===== config.mk =====
export PLATFORM = sky130hd
export DESIGN_NAME = usr_shift_reg_flat
export DESIGN_NICKNAME = d
export VERILOG_FILES = /design/src/rtl/usr_shift_reg_if.sv /design/src/rtl/usr_shift_reg.sv /design/src/flat_wrapper.sv
export SDC_FILE = /design/constraint.sdc
export NUM_CORES = 1
export LEC_CHECK = 0
export CAP_MARGIN = 20
export CORE_ASPECT_RATIO = 0.6
export CORE_MARGIN = 5
export CORE_UTILIZATION = 40
export DETAILED_ROUTE_END_ITERATION = 10
export PLACE_DENSITY = 0.71
export REMOVE_ABC_BUFFERS = 1
export SYNTH_ARGS = -nofsm -noshare
export SYNTH_HDL_FRONTEND = slang
export SYNTH_SLANG_ARGS = --single-unit

===== constraint.sdc =====
create_clock -name clk -period 1.3 [get_ports clk]
set_input_delay 0.195 -clock clk [delete_from_list [all_inputs] [get_ports clk]]
set_output_delay 0.195 -clock clk [all_outputs]
set_load 0.1 [all_outputs]

===== src/rtl/usr_shift_reg_if.sv =====
// Bus bundle for the universal shift register: control/data inputs and the
// register-side observation outputs. clk and reset stay plain module ports.
// Handshake: there is no valid/ready pair. en is the sole qualifier; every
// rising clk edge with en == 1 commits the operation selected by mode, and
// the block never applies back-pressure.
interface usr_shift_reg_if #(
  parameter int WIDTH = 8
);
  localparam int CW = $clog2(WIDTH + 1);

  logic             en;
  logic [2:0]       mode;
  logic             sin_r;
  logic             sin_l;
  logic [WIDTH-1:0] d;
  logic [WIDTH-1:0] q;
  logic             sout_r;
  logic             sout_l;
  logic [CW-1:0]    cnt;
  logic             done;

  // Driver side (bench or upstream datapath).
  modport master (
    output en, mode, sin_r, sin_l, d,
    input  q, sout_r, sout_l, cnt, done
  );

  // Register side.
  modport slave (
    input  en, mode, sin_r, sin_l, d,
    output q, sout_r, sout_l, cnt, done
  );
endinterface


===== src/rtl/usr_shift_reg.sv =====
// Universal shift register: hold, logical/arithmetic shifts, rotates,
// parallel load and clear, with a saturating shift counter and done flag
// so the block can serialise or deserialise a WIDTH-bit word.
module usr_shift_reg #(
  parameter int WIDTH = 8
) (
  input  logic              clk,
  input  logic              reset,
  usr_shift_reg_if.slave    bus
);
  localparam int CW = $clog2(WIDTH + 1);
  localparam logic [CW-1:0] CNT_MAX = CW'(WIDTH);

  typedef enum logic [2:0] {
    MODE_HOLD = 3'b000,
    MODE_SHR  = 3'b001,
    MODE_SHL  = 3'b010,
    MODE_LOAD = 3'b011,
    MODE_ROR  = 3'b100,
    MODE_ROL  = 3'b101,
    MODE_ASR  = 3'b110,
    MODE_CLR  = 3'b111
  } mode_e;

  logic [WIDTH-1:0] q_r;
  logic [WIDTH-1:0] q_nxt;
  logic [CW-1:0]    cnt_r;
  logic [CW-1:0]    cnt_nxt;
  logic [CW-1:0]    cnt_inc;

  // Saturating increment shared by every shift/rotate mode.
  assign cnt_inc = (cnt_r < CNT_MAX) ? cnt_r + 1'b1 : cnt_r;

  // Next-state selection by mode; en gating is applied in the register.
  always_comb begin
    q_nxt   = q_r;
    cnt_nxt = cnt_r;
    case (mode_e'(bus.mode))
      MODE_HOLD: begin
        q_nxt   = q_r;
        cnt_nxt = cnt_r;
      end
      MODE_SHR: begin
        q_nxt   = {bus.sin_r, q_r[WIDTH-1:1]};
        cnt_nxt = cnt_inc;
      end
      MODE_SHL: begin
        q_nxt   = {q_r[WIDTH-2:0], bus.sin_l};
        cnt_nxt = cnt_inc;
      end
      MODE_LOAD: begin
        q_nxt   = bus.d;
        cnt_nxt = '0;
      end
      MODE_ROR: begin
        q_nxt   = {q_r[0], q_r[WIDTH-1:1]};
        cnt_nxt = cnt_inc;
      end
      MODE_ROL: begin
        q_nxt   = {q_r[WIDTH-2:0], q_r[WIDTH-1]};
        cnt_nxt = cnt_inc;
      end
      MODE_ASR: begin
        q_nxt   = {q_r[WIDTH-1], q_r[WIDTH-1:1]};
        cnt_nxt = cnt_inc;
      end
      MODE_CLR: begin
        q_nxt   = '0;
        cnt_nxt = '0;
      end
      default: begin
        q_nxt   = q_r;
        cnt_nxt = cnt_r;
      end
    endcase
  end

  // Register and counter: asynchronous clear, update only when enabled.
  always_ff @(posedge clk or negedge reset) begin
    if (!reset) begin
      q_r   <= '0;
      cnt_r <= '0;
    end else if (bus.en) begin
      q_r   <= q_nxt;
      cnt_r <= cnt_nxt;
    end
  end

  // Serial taps show the bit the next SHR / SHL would discard.
  assign bus.q      = q_r;
  assign bus.sout_r = q_r[0];
  assign bus.sout_l = q_r[WIDTH-1];
  assign bus.cnt    = cnt_r;
  assign bus.done   = (cnt_r == CNT_MAX);
endmodule

===== src/flat_wrapper.sv =====
// flat-port wrapper written by rule: the top's interface ports become plain ports
module usr_shift_reg_flat 
#(
  parameter int WIDTH = 8
)
  (clk, reset, bus_en, bus_mode, bus_sin_r, bus_sin_l, bus_d, bus_q, bus_sout_r, bus_sout_l, bus_cnt, bus_done);
  usr_shift_reg_if #(.WIDTH(WIDTH)) bus_i ();
  input  logic clk;
  input  logic reset;
  input wire logic [$bits(bus_i.en)-1:0] bus_en;
  input wire logic [$bits(bus_i.mode)-1:0] bus_mode;
  input wire logic [$bits(bus_i.sin_r)-1:0] bus_sin_r;
  input wire logic [$bits(bus_i.sin_l)-1:0] bus_sin_l;
  input wire logic [$bits(bus_i.d)-1:0] bus_d;
  output wire logic [$bits(bus_i.q)-1:0] bus_q;
  output wire logic [$bits(bus_i.sout_r)-1:0] bus_sout_r;
  output wire logic [$bits(bus_i.sout_l)-1:0] bus_sout_l;
  output wire logic [$bits(bus_i.cnt)-1:0] bus_cnt;
  output wire logic [$bits(bus_i.done)-1:0] bus_done;
  assign bus_i.en = bus_en;
  assign bus_i.mode = bus_mode;
  assign bus_i.sin_r = bus_sin_r;
  assign bus_i.sin_l = bus_sin_l;
  assign bus_i.d = bus_d;
  assign bus_q = bus_i.q;
  assign bus_sout_r = bus_i.sout_r;
  assign bus_sout_l = bus_i.sout_l;
  assign bus_cnt = bus_i.cnt;
  assign bus_done = bus_i.done;
  usr_shift_reg #(.WIDTH(WIDTH)) u_core (.clk(clk), .reset(reset), .bus(bus_i));
endmodule

==> Word-level counts from Yosys, hierarchy flattened <==
Index checks and enable logic that the tools add are counted.
Widths: inputs -> output; s select.
{ "totals": {"inputBits": 16, "n_memories": 0, "wordCells": 25, "mem_bits_ro": 0, "ff_bits": 12, "ramBits": 0, "latchBits": 0, "out_inout_bits": 15} }
{ "classes": {"n_mux": 3, "reduce_logical": 6, "add_sub_neg": 1, "bitwise": 2, "n_div": 0, "shift": 0, "n_mul": 0, "eq_ne": 9, "magnitude_cmp": 1} }
{ "op_table": {"columns": ["cell", "n"], "rows": [
  ["$pmux 8 s7", 1],
  ["$eq 3x3->1 const B", 4],
  ["$pmux 4 s2", 1],
  ["$eq 3x2->1 const B", 2],
  ["$reduce_and 3->1", 2],
  ["$reduce_or 5->1", 1],
  ["$add 4x1->4 const B", 1],
  ["$eq 4x4->1 const B", 1],
  ["$lt 4x4->1 const B", 1],
  ["$mux 4", 1],
  ["$eq 3x1->1 const B", 1],
  ["$logic_not 3->1", 1],
  ["$ne 2x1->1 const B", 1],
  ["$not 1->1", 2],
  ["$reduce_and 2->1", 1],
  ["$reduce_or 2->1", 1]
]} }

==> Logic depth before layout (Yosys ltp) <==
{ "depth": {"depth_word": 4, "depth_mapped": 6, "mapped_depth_nobuf": 4} }

==> Worst setup path before layout <==
Ideal clock, no wire load.
{ "synth_timing": {"kind": "register to output", "from": "register u_core.cnt_r[0] (netlist: u_core.bus.cnt[0])", "to": "output bus_done", "slack_ns": -1.292, "path_buffers": 0, "stages_incl_launch_ff": 5, "arrival_time_ns": 2.397, "path_cell_list": "dfrtp_1 inv_1 ha_1 nand2_1 nor2_1"} }
{ "synth_via": {"elab_chain_len": 1} }
{ "synth_rtl": {"columns": ["item", "line", "text"], "rows": [
  ["start, declared", "usr_shift_reg.sv:27", "logic [CW-1:0] cnt_r;"],
  ["start signal, assigned", "usr_shift_reg.sv:85", "cnt_r <= cnt_nxt;"],
  ["$eq 4x4->1", "usr_shift_reg.sv:94", "assign bus.done = (cnt_r == CNT_MAX);"],
  ["end, declared", "flat_wrapper.sv:19", "output wire logic [$bits(bus_i.done)-1:0] bus_done;"]
]} }
Every way passes these cells.

==> Final worst setup path <==
Ends and elaborated chain as after synthesis.

==> flow_summary_export.csv <==
group,metric,value,unit
run_status,run_status,"finished, violations left",
run_status,violations,"setup timing",
cts,cts_made_buffers,3,
route,drt-total-wl,3340,um
grt,grt_pass1_vias,1057,
timing,rsz0062_at_grt,"true",
grt,antenna_found_initial,0,
worst_setup_path,end_kind,"output port",
die,num_rows,13,
route,wl_per_cell,17.0,um
pwr,ir_drop,1190,uV
grt,grt.busiest_layer,"met2",
cts,clk_pin_slew,0.06,ns
synth,syn_area,961,sq um
cts,cts.sinks,12,
die,pin_count,31,
cells_and_area,finish.instance_area,1680,sq um
cells_and_area,nets,185,
timing,skew,0.000785,ns
grt,grt_util_met2,31.1,%
timing,slew_headroom,79.3,%
synth,synth.ff_latch_count,12,
synth,syn_inst,111,
grt,grt_max_degree,18,
cells_and_area,diodes,0,
grt,grt-ovfl-total,0,
grt,use_met1,27.8,%
timing,worstMarginPinSlew,0.311,ns
placement,place_area,1590,sq um
pwr,pwr_density_cell,1700,nW/um^2
worst_setup_path,r2r_setup_slack,0.10,ns
route,drt-pass1-iter-count,4,
synth,synth-edff-count,0,
timing,period_share,108,%
cts,worstSkewPairLatency,0.24,ns
worst_setup_path,cp.required,1.11,ns
synth,seq_area_frac_synth,31.3,%
route,vias,1121,
synth,yosysWarnings,0,
synth,synth.distinct_cells,41,
synth,synthArstFlopShare,100,%
worst_setup_path,critPathArrivalTime,1.22,ns
cts,cts_buffer_depth,2,
timing,period_needed,1.41,ns
timing,fin_ws,-0.110,ns
placement,numPortBuffers,30,
timing,setup_viol,1,
pwr,leakage,0.760,nW
worst_hold_path,hold_path_class,"input port to asynchronous set/reset pin",
cts,cts_hold_buf,0,
placement,gp_congestion,0.808,
cts,cts-root-buf,"clkbuf_8",
die,core_region_area,2230,sq um
worst_setup_path,cp_cell_sequence,"inv_2, ha_4, nand2_4, nor2_4, buf_12",
grt,grt_first_pass_wirelength,5150,um
job,maxCapViolCount,0,
die,die_y,48.0,um
placement,dpl_worst_slack,-0.450,ns
cells_and_area,area_growth,75.1,%
timing,tns,-0.110,ns
grt,grt_usage,20.1,%
timing,final-hold-violation-count,0,
route,vias_per_cell,5.72,
die,dieArea,3510,sq um
worst_setup_path,max_stage_delay,0.40,ns
worst_setup_path,critPathTopFamily,"flip-flops",
placement,hpwl,2510,um
route,drtIter0Drc,124,
grt,met3_usage,6.08,%
die,die_w,73.3,um
worst_setup_path,path_max_fanout,2,
synth,avgSynthCellArea,8.66,sq um
route,drc,0,
worst_setup_path,critPathKind,"flip-flop to output port",
timing,fmaxAchievable,709,MHz
cts,cts_tree,"yes",
worst_setup_path,slowest_stage,"dfrtp_1",
cells_and_area,drive_above_1_share,38.6,%
worst_setup_path,start_kind,"flip-flop",
cells_and_area,instances_no_fill,196,
pwr,total_power,0.00287,W
worst_setup_path,crit_buf_inv,2,
placement,placed_cells_incl_taps,191,
cts,cts_htree_levels,1,
synth,ys.flop_type,"dfrtp_1",
route,ant_nets,0,
timing,maxSlewViolCount,0,
die,initial_core_util,43.1,%
-- power breakdown --
group,internal (W),switching (W)
registers,0.000459,0.000113
logic,0.000729,0.00114
clock network,0.000268,0.000153
total,0.00146,0.00141
-- area by class of cell --
cell class,count,area [sq um]
Tap cell,30,37.5
Multi-Input combinational cell,85,573
Inverter,5,21.3
Clock buffer,4,55.1
Fill cell,145,546
Sequential cell,12,300
Timing Repair Buffer,60,696
-- cells by family after synthesis --
kind of cell / share of synthesized area, %
flops: 31.3
compound gates: 29.6
buf+inv: 12.0
fa+ha+maj: 2.60
xor+xnor: 1.82
simple gates: 22.8
-- registers in the layout (all words and copies together) (netlist names) --
name,flops
u_core.bus.q,8
u_core.bus.cnt,4
-- worst register-to-register path, stage by stage, from the launching register on --
cell	delay [ns]
dfrtp_1	0.37
nor2b_1	0.13
a31oi_1	0.14
o21ai_0	0.10
o32a_1	0.34
-- final timing paths --
kind / from / end / cells after the start
worst max-delay path: u_core.bus.cnt[0] / bus_done / 5
worst min-delay path: reset / u_core.bus.cnt[0] / 2
worst max register to register: u_core.bus.q[2] / u_core.bus.q[1] / 4
worst min register to register: u_core.bus.q[3] / u_core.bus.q[3] / 1
max in group asynchronous: reset / u_core.bus.q[6] / 2
min in group clk: bus_en / u_core.bus.q[4] / 3
-- routing by layer --
| layer | routed length, um | share of wire [%] |
|---|---|---|
| met5 | 0 | 0 |
| met4 | 47 | 1.4 |
| met3 | 344 | 10 |
| met2 | 1450 | 43 |
| met1 | 1500 | 45 |
-- metrics by stage --
stage	utilization [%]	hold WS (ns)
6_report	75.5	0.258
5_1_grt	75.5	0.276
4_1_cts	74.2	0.261
3_5_place_dp	71.1	0.528
3_3_place_gp	71.1	0.513
2_1_floorplan	-	-0.101
-- what timing repair did --
item | 4_1_cts | 5_1_grt
resized for setup | 7 | 9
setup endpoints to repair | 11 | 5
buffers inserted | 1 | 0
gates cloned | 0 | 0
pin swaps | 0 | 2
-- synth_stat cells, types with 2 or more instances --
| master | n | area (sq um) |
|---|---|---|
| o21ai_0 | 6 | 30.0 |
| nand2_1 | 11 | 41.3 |
| buf_6 | 4 | 45.0 |
| dfrtp_1 | 12 | 300 |
| a31oi_1 | 7 | 43.8 |
| inv_1 | 4 | 15.0 |
| xor2_1 | 2 | 17.5 |
| a41oi_1 | 2 | 17.5 |
| and4_1 | 3 | 26.3 |
| buf_4 | 2 | 15.0 |
| nand3b_1 | 3 | 22.5 |
| ha_1 | 2 | 25.0 |
| a21oi_1 | 14 | 70.1 |
| a221oi_1 | 2 | 17.5 |
| and3_1 | 2 | 12.5 |
| nor2_1 | 9 | 33.8 |
| a221o_1 | 2 | 20.0 |
-- placed cells by master (no fill, tap or decap), types with 2 or more instances in the layout --
master / instances
o21ai_0: 6
and4_1: 3
nand2_1: 10
buf_6: 2
a21oi_1: 14
buf_4: 27
inv_2: 3
a31oi_1: 7
a41oi_1: 2
xor2_1: 2
dfrtp_1: 12
and3_1: 2
dlygate4sd2_1: 2
clkdlybuf4s50_1: 11
a221o_1: 2
a221oi_1: 2
nand3b_1: 3
clkbuf_8: 4
nor2_4: 2
nor2_1: 8
buf_12: 16
No activity file was read; power rests on OpenSTA's default activity.
